### src/rtl/box_plotter.sv
// Box plotter: streams a clipped w x h box (optionally outline only via BOX_PLOTTER_OUTLINE_EN) to the VGA write port in raster order.
// Latency: first pixel one cycle after start; done pulses one cycle after the last pixel. Pixels are held while plot_ready is low.
module box_plotter #(
    parameter int X_W      = 8,
    parameter int Y_W      = 7,
    parameter int C_W      = 3,
    parameter int SIZE_W   = 5,
    parameter int SCREEN_W = 160,
    parameter int SCREEN_H = 120
) (
    input  logic              clk,
    input  logic              resetn,
    input  logic              start,
    input  logic [X_W-1:0]    x_in,
    input  logic [Y_W-1:0]    y_in,
    input  logic [SIZE_W-1:0] w_in,
    input  logic [SIZE_W-1:0] h_in,
    input  logic [C_W-1:0]    colour_in,
    input  logic              plot_ready,
`ifdef BOX_PLOTTER_OUTLINE_EN
    input  logic              outline,
`endif
    output logic              busy,
    output logic              done,
    output logic              plot,
    output logic [X_W-1:0]    x_out,
    output logic [Y_W-1:0]    y_out,
    output logic [C_W-1:0]    colour_out
);

    typedef enum logic [1:0] {IDLE, DRAW, FIN} state_t;

    state_t            state_q, state_d;
    logic [X_W-1:0]    x0_q, x0_d;
    logic [Y_W-1:0]    y0_q, y0_d;
    logic [SIZE_W-1:0] w_q, w_d, h_q, h_d;
    logic [SIZE_W-1:0] col_q, col_d, row_q, row_d;
    logic [C_W-1:0]    colour_q, colour_d;
    logic              outline_q, outline_d;

    logic [X_W:0]      px;
    logic [Y_W:0]      py;
    logic              clipped, last_col, last_row, border_row, advance;

    // One extra bit on each sum so an origin near the top of the range cannot wrap back on screen.
    assign px = {1'b0, x0_q} + (X_W+1)'(col_q);
    assign py = {1'b0, y0_q} + (Y_W+1)'(row_q);

    assign clipped    = px[X_W] || py[Y_W] ||
                        (px >= (X_W+1)'(SCREEN_W)) || (py >= (Y_W+1)'(SCREEN_H));
    assign last_col   = (col_q == w_q - SIZE_W'(1));
    assign last_row   = (row_q == h_q - SIZE_W'(1));
    assign border_row = (row_q == '0) || last_row;
    assign advance    = (state_q == DRAW) && (clipped || plot_ready);

    always_comb begin
        state_d   = state_q;
        x0_d      = x0_q;
        y0_d      = y0_q;
        w_d       = w_q;
        h_d       = h_q;
        colour_d  = colour_q;
        outline_d = outline_q;
        col_d     = col_q;
        row_d     = row_q;
        case (state_q)
            IDLE: begin
                if (start) begin
                    x0_d     = x_in;
                    y0_d     = y_in;
                    w_d      = w_in;
                    h_d      = h_in;
                    colour_d = colour_in;
`ifdef BOX_PLOTTER_OUTLINE_EN
                    outline_d = outline;
`else
                    outline_d = 1'b0;
`endif
                    col_d    = '0;
                    row_d    = '0;
                    state_d  = (w_in == '0 || h_in == '0) ? FIN : DRAW;
                end
            end
            DRAW: begin
                if (advance) begin
                    if (last_col) begin
                        col_d = '0;
                        if (last_row) begin
                            state_d = FIN;
                        end else begin
                            row_d = row_q + SIZE_W'(1);
                        end
                    end else if (outline_q && !border_row && col_q == '0) begin
                        // Interior of an outline row: skip straight to the right edge.
                        col_d = w_q - SIZE_W'(1);
                    end else begin
                        col_d = col_q + SIZE_W'(1);
                    end
                end
            end
            FIN:     state_d = IDLE;
            default: state_d = IDLE;
        endcase
    end

    always_ff @(posedge clk) begin
        if (!resetn) begin
            state_q   <= IDLE;
            x0_q      <= '0;
            y0_q      <= '0;
            w_q       <= '0;
            h_q       <= '0;
            colour_q  <= '0;
            outline_q <= 1'b0;
            col_q     <= '0;
            row_q     <= '0;
        end else begin
            state_q   <= state_d;
            x0_q      <= x0_d;
            y0_q      <= y0_d;
            w_q       <= w_d;
            h_q       <= h_d;
            colour_q  <= colour_d;
            outline_q <= outline_d;
            col_q     <= col_d;
            row_q     <= row_d;
        end
    end

    assign busy       = (state_q == DRAW);
    assign done       = (state_q == FIN);
    assign plot       = (state_q == DRAW) && !clipped;
    assign x_out      = plot ? px[X_W-1:0] : '0;
    assign y_out      = plot ? py[Y_W-1:0] : '0;
    assign colour_out = plot ? colour_q : '0;

endmodule

### config.mk
export PLATFORM = sky130hd
export DESIGN_NAME = box_plotter
export DESIGN_NICKNAME = d
export VERILOG_FILES = /design/src/rtl/box_plotter.sv
export SDC_FILE = /design/constraint.sdc
export NUM_CORES = 1
export LEC_CHECK = 0
export CORE_MARGIN = 4
export CORE_UTILIZATION = 40
export DETAILED_ROUTE_END_ITERATION = 8
export PLACE_DENSITY_LB_ADDON = 0.08
export SYNTH_ARGS = -nofsm -noshare
export SYNTH_HDL_FRONTEND = slang
export SYNTH_SLANG_ARGS = --single-unit
### constraint.sdc
create_clock -name clk -period 6.16 [get_ports clk]
set_input_delay 0.924 -clock clk [delete_from_list [all_inputs] [get_ports clk]]
set_output_delay 0.924 -clock clk [all_outputs]
set_load 0.03 [all_outputs]
### Word-level counts from Yosys, hierarchy flattened

Cells that the tools add are included.

| storage, ports and cells | value |
|---|---|
| register bits after elaboration | 40 |
| memories | 0 |
| bits in latches | 0 |
| bits in writable memories | 0 |
| logic and storage cells | 58 |
| output and inout bits | 21 |
| ROM bits | 0 |
| input port bits | 32 |

| cells by class | value |
|---|---|
| equal/unequal tests | 9 |
| shifts and indexed selects | 0 |
| reductions and logical operators | 16 |
| $mul | 0 |
| divide/modulo/power cells | 0 |
| bitwise operators | 0 |
| mux-type cells | 17 |
| $add $sub $neg | 6 |
| $lt $le $gt $ge | 2 |

Operators with widths:

| cell | count |
|---|---|
| 5-bit 2-to-1 mux | 6 |
| 5-bit one-hot mux with 2 select lines | 2 |
| 5-bit by 1-bit adder with 5-bit output, second input constant | 2 |
| 5-bit == test | 2 |
| 5-bit zero test | 2 |
| 2-bit 2-to-1 mux | 5 |
| 5-bit by 1-bit subtractor with 5-bit output, second input constant | 2 |
| 8-bit by 5-bit adder with 9-bit output | 1 |
| 9-bit by 8-bit greater-or-equal comparator with 1-bit output, second input constant | 1 |
| 7-bit by 5-bit adder with 8-bit output | 1 |
| 8-bit by 7-bit greater-or-equal comparator with 1-bit output, second input constant | 1 |
| 8-bit 2-to-1 mux | 1 |
| 7-bit 2-to-1 mux | 1 |
| 2-bit by 1-bit != test with 1-bit output, second input constant | 3 |
| 1-bit logical OR | 5 |
| 5-bit AND reduction | 1 |
| 2-bit != test, second input constant | 2 |
| 2-bit one-hot mux with 2 select lines | 1 |
| 4-bit AND reduction | 1 |
| 3-bit 2-to-1 mux | 1 |
| 3-bit AND reduction | 1 |
| 2-bit by 1-bit == test with 1-bit output, second input constant | 1 |
| 2-bit == test, second input constant | 1 |
| 1-bit logical AND | 2 |
| other kinds (4) | 4 |

### Longest topological paths before layout

| depth | value |
|---|---|
| depth after elaboration | 8 |
| mapped depth | 11 |
| mapped depth without buffers | 10 |

### Worst setup path before layout

OpenSTA, ideal clock, no wires.

| timing | value |
|---|---|
| path type | register to output |
| start point | register row_q[0] |
| end point | output port y_out[2] |
| buffers on the path | 1 |
| stages on the path, launching flop included | 11 |
| slack | 2491 ps |
| arrival | 2745 ps |
| required time | 5236 ps |
| cells stage by stage | dfxtp_1 > ha_1 > inv_1 > fa_1 > nor2b_4 > o311a_1 > or2_0 > o32ai_2 > or3_1 > buf_2 > nor3_1 |

| on the way | value |
|---|---|
| longest elaborated chain between the ends | 7 |

RTL lines:

| element | line | text |
|---|---|---|
| start: declaration | 37 | `logic [SIZE_W-1:0] col_q, col_d, row_q, row_d;` |
| start signal: assignment | 126 | `row_q <= row_d;` |
| 7-bit by 5-bit adder with 8-bit output * | 47 | `assign py = {1'b0, y0_q} + (Y_W+1)'(row_q);` |
| branches (longest 5 deep; another with 8-bit by 7-bit greater-or-equal comparator with 1-bit output) | n/a |  |
| 7-bit 2-to-1 mux * | 134 | `assign y_out = plot ? py[Y_W-1:0] : '0;` |
| end: declaration | 27 | `output logic [Y_W-1:0] y_out,` |

Mark *: on every way between the ends.

### Final worst setup path

| timing | value |
|---|---|
| start point | register row_q[0] |
| end point | output port y_out[0] |

Same word-level chain as after synthesis.

==> results.json <==
{
  "outcome": "finished clean",
  "gp_congestion": 0.8652,
  "antenna_found_initial": 0,
  "required_ps": 5240,
  "synthMuxAreaShare": 0.01976,
  "cts_hold_buf": 0,
  "synth-adder-area-share": 0.08498,
  "drive_gt1_frac": 0.05495,
  "synth_top_family_by_area": "simple AND/OR/NAND/NOR gates",
  "tightest_slew_ps": 1138,
  "synth_area_per_cell_sq_um": 8.014,
  "fin_nets": 412,
  "ys.warnings.count": 0,
  "slew_headroom": 0.2333,
  "cts_tree": "built",
  "die_w_um": 87.57,
  "rsz0062_at_grt": "no",
  "setup.worst_path.class": "flop to output pin",
  "r2r_slack_ps": 3020,
  "async_reset_ff_frac": 0,
  "min_delay_worst_endpoint": "colour_q[1]$_SDFFE_PN0P_",
  "synth.top_cells.by_area": "dfxtp_1 (32%), nand2_1 (10%), a21boi_0 (8.3%)",
  "ys_seq_area_frac": 0.3162,
  "grt_pass1_vias": 2159,
  "cap_violations": 0,
  "synth_top_area_frac": 0.3162,
  "syn_area_sq_um": 2532,
  "timing.setup.tns_ps": 0,
  "hold_slack_ps": 467.8,
  "yosys.area.top_type": "dfxtp_1",
  "crit_arrival_ps": 3650,
  "reg2reg_depth": 10,
  "startpoint_type": "flop",
  "netlist_instances": 316,
  "min_path_type": "flop to flop",
  "die_area_sq_um": 7669,
  "synth_nets": 364,
  "cts_sinks": 40,
  "final_cell_mix": "nand2_1 (68), clkdlybuf4s50_1 (52), dfxtp_1 (40)",
  "clk_path_buf_depth": 2,
  "synth-compound-area-share": 0.2050,
  "synth-seq-cells": 40,
  "r2r_end": "col_q[4]$_SDFFE_PN0P_",
  "drt_pass1_iterations": 4,
  "rows": 28,
  "p_leak_nw": 1.210,
  "route.detailed.drc": 0,
  "slew_viol_final": 0,
  "core-area_sq_um": 6026,
  "cts_buffers": 5,
  "synth.distinct_cells": 56,
  "clkTransAtPathRegs_ps": 80,
  "antennaDiodeCount": 0,
  "cp-end-kind": "output pin",
  "wl_mm": 5.894,
  "worstPathCellList": "ha_1 -> inv_1 -> fa_1 -> nor2b_4 -> o311a_1 -> or2_0 -> o32ai_2 -> or3_1 -> inv_2 -> and2_1 -> clkdlybuf4s50_1",
  "drtAntennaViolNets": 0,
  "whs_path_depth": 2,
  "track_usage": 0.1637,
  "vias": 2254,
  "numPortBuffers": 52,
  "stdcell_area_sq_um": 3196,
  "max-vdd-ir-drop_mv": 0.08386,
  "htree_levels": 2,
  "overflow": 0,
  "period_share": 0.7420,
  "area_growth_pct": 26.19,
  "grt_max_degree": 41,
  "root_buffer": "clkbuf_8",
  "power_density_nw_per_um2": 182.5,
  "ios": 53,
  "drt_iter0_markers": 63,
  "fmax_ghz": 0.2188,
  "dpl.cell_count": 432,
  "final_cells": 439,
  "finalSetupViolations": 0,
  "finClkSkew_ps": 4.963,
  "n_fill_cell": 606,
  "min_from": "colour_q[1]$_SDFFE_PN0P_",
  "final_common_cell": "nand2_1",
  "post_cts_buffers": 0,
  "viasPerCell": 5.134,
  "start_util": 0.4203,
  "slowest_stage": "clkdlybuf4s50_1",
  "post_cts_resized": 0,
  "crit_path_max_fanout": 15,
  "synth_edf_count": 0,
  "synth-simple-area-share": 0.2525,
  "wl_per_cell_um": 13.43,
  "synth_ff_type": "dfxtp_1",
  "dp_hpwl_mm": 4.408,
  "placed_area_sq_um": 3114,
  "min_period_ps": 4570,
  "hold_viol": 0,
  "die_y_um": 87.57,
  "clock_latency_ps": 290,
  "yosys.area_share.xor_xnor": 0.07905,
  "grt_first_pass_wirelength_mm": 10.03,
  "r2r-start": "row_q[0]$_SDFFE_PN0P_",
  "critPathMaxStageDelay_ps": 670
}
==> through the flow <==
| step | setup WS, ps | total power [mW] | utilization |
|---|---|---|---|
| after floorplan | 2491 | 0.3693 | - |
| after global placement | 1931 | 0.4179 | 0.5168 |
| after detailed placement | 1886 | 0.4193 | 0.5168 |
| after CTS | 1541 | 0.5924 | 0.5303 |
| after global routing | 1362 | 0.6156 | 0.5303 |
| final | 1590 | 0.5833 | 0.5303 |
==> sequential cells by signal, indices dropped and copies added (netlist names) <==
register,flops
h_q,5
row_q,5
y0_q,7
w_q,5
state_q,2
col_q,5
x0_q,8
colour_q,3
==> logic make-up (layout without fill, tap and decap cells) <==
kind of cell             count (synthesis)  count (layout)
multiplexers                             5               5
buffers and inverters                   27              75
AND/OR/NAND/NOR                        137             137
flip-flops                              40              40
adder cells (fa/ha/maj)                 16              16
AO/OA/AOI/OAI                           69              69
XOR/XNOR                                22              22
==> synth_stat cells, types with 2 or more instances <==
master    count
a211oi_1      2
a21boi_0     28
a21oi_1       8
a22oi_1       2
and2_1        9
and3_1        2
buf_2         2
clkbuf_1      9
dfxtp_1      40
fa_1          2
ha_1         14
inv_1        12
inv_2         2
mux2i_1       5
nand2_1      68
nand2b_1      2
nand3_1      10
nor2_1       23
nor2b_1       4
nor3_1        3
nor3b_1       2
o21ai_0       5
o22ai_1       3
o311a_1       2
o31ai_1       3
o32ai_1       2
or4_1         4
xnor2_1       7
xor2_1       14
==> critical path: cells and delay by family (launching register included) <==
family,cells,cell delay [ps]
AO/OA/AOI/OAI,2,250
adder cells (fa/ha/maj),2,630
buffers and inverters,3,970
flip-flops,1,430
AND/OR/NAND/NOR,4,1070
==> how the worst max path moves through the flow <==
stage                                      from  endpoint  depth (start not counted)
after floorplan           row_q[0]$_SDFFE_PN0P_  y_out[2]                         10
after global placement    row_q[0]$_SDFFE_PN0P_  y_out[0]                         11
after detailed placement  row_q[0]$_SDFFE_PN0P_  x_out[0]                         11
after CTS                 row_q[0]$_SDFFE_PN0P_  y_out[0]                         11
after global routing      row_q[0]$_SDFFE_PN0P_  y_out[0]                         11
final                     row_q[0]$_SDFFE_PN0P_  y_out[0]                         11
==> final cells by class <==
class                   instances  area, sq um  share of cell area
flip-flops and latches         40        800.8              0.2506
clock buffers                   5        68.82             0.02153
well taps                      75        93.84             0.02937
multi-input cells             249         1632              0.5106
clock inverters                 2        12.51            0.003915
inverters                      14        52.55             0.01644
repair buffers                 54        535.5              0.1676
==> per-layer routing <==
metal  GRT usage  vias up  share of wire
met5           0        -              0
met4     0.03487        0         0.0068
met1      0.1946     1028           0.45
li1            -     1179              -
met2      0.2952       41           0.49
met3     0.04327        6          0.049
==> where the power goes <==
group | internal (mW) | switching (mW)
clock network | 0.0769 | 0.0960
logic | 0.0602 | 0.0652
registers | 0.272 | 0.0135
Note: power is estimated with default switching activity, not from simulation.
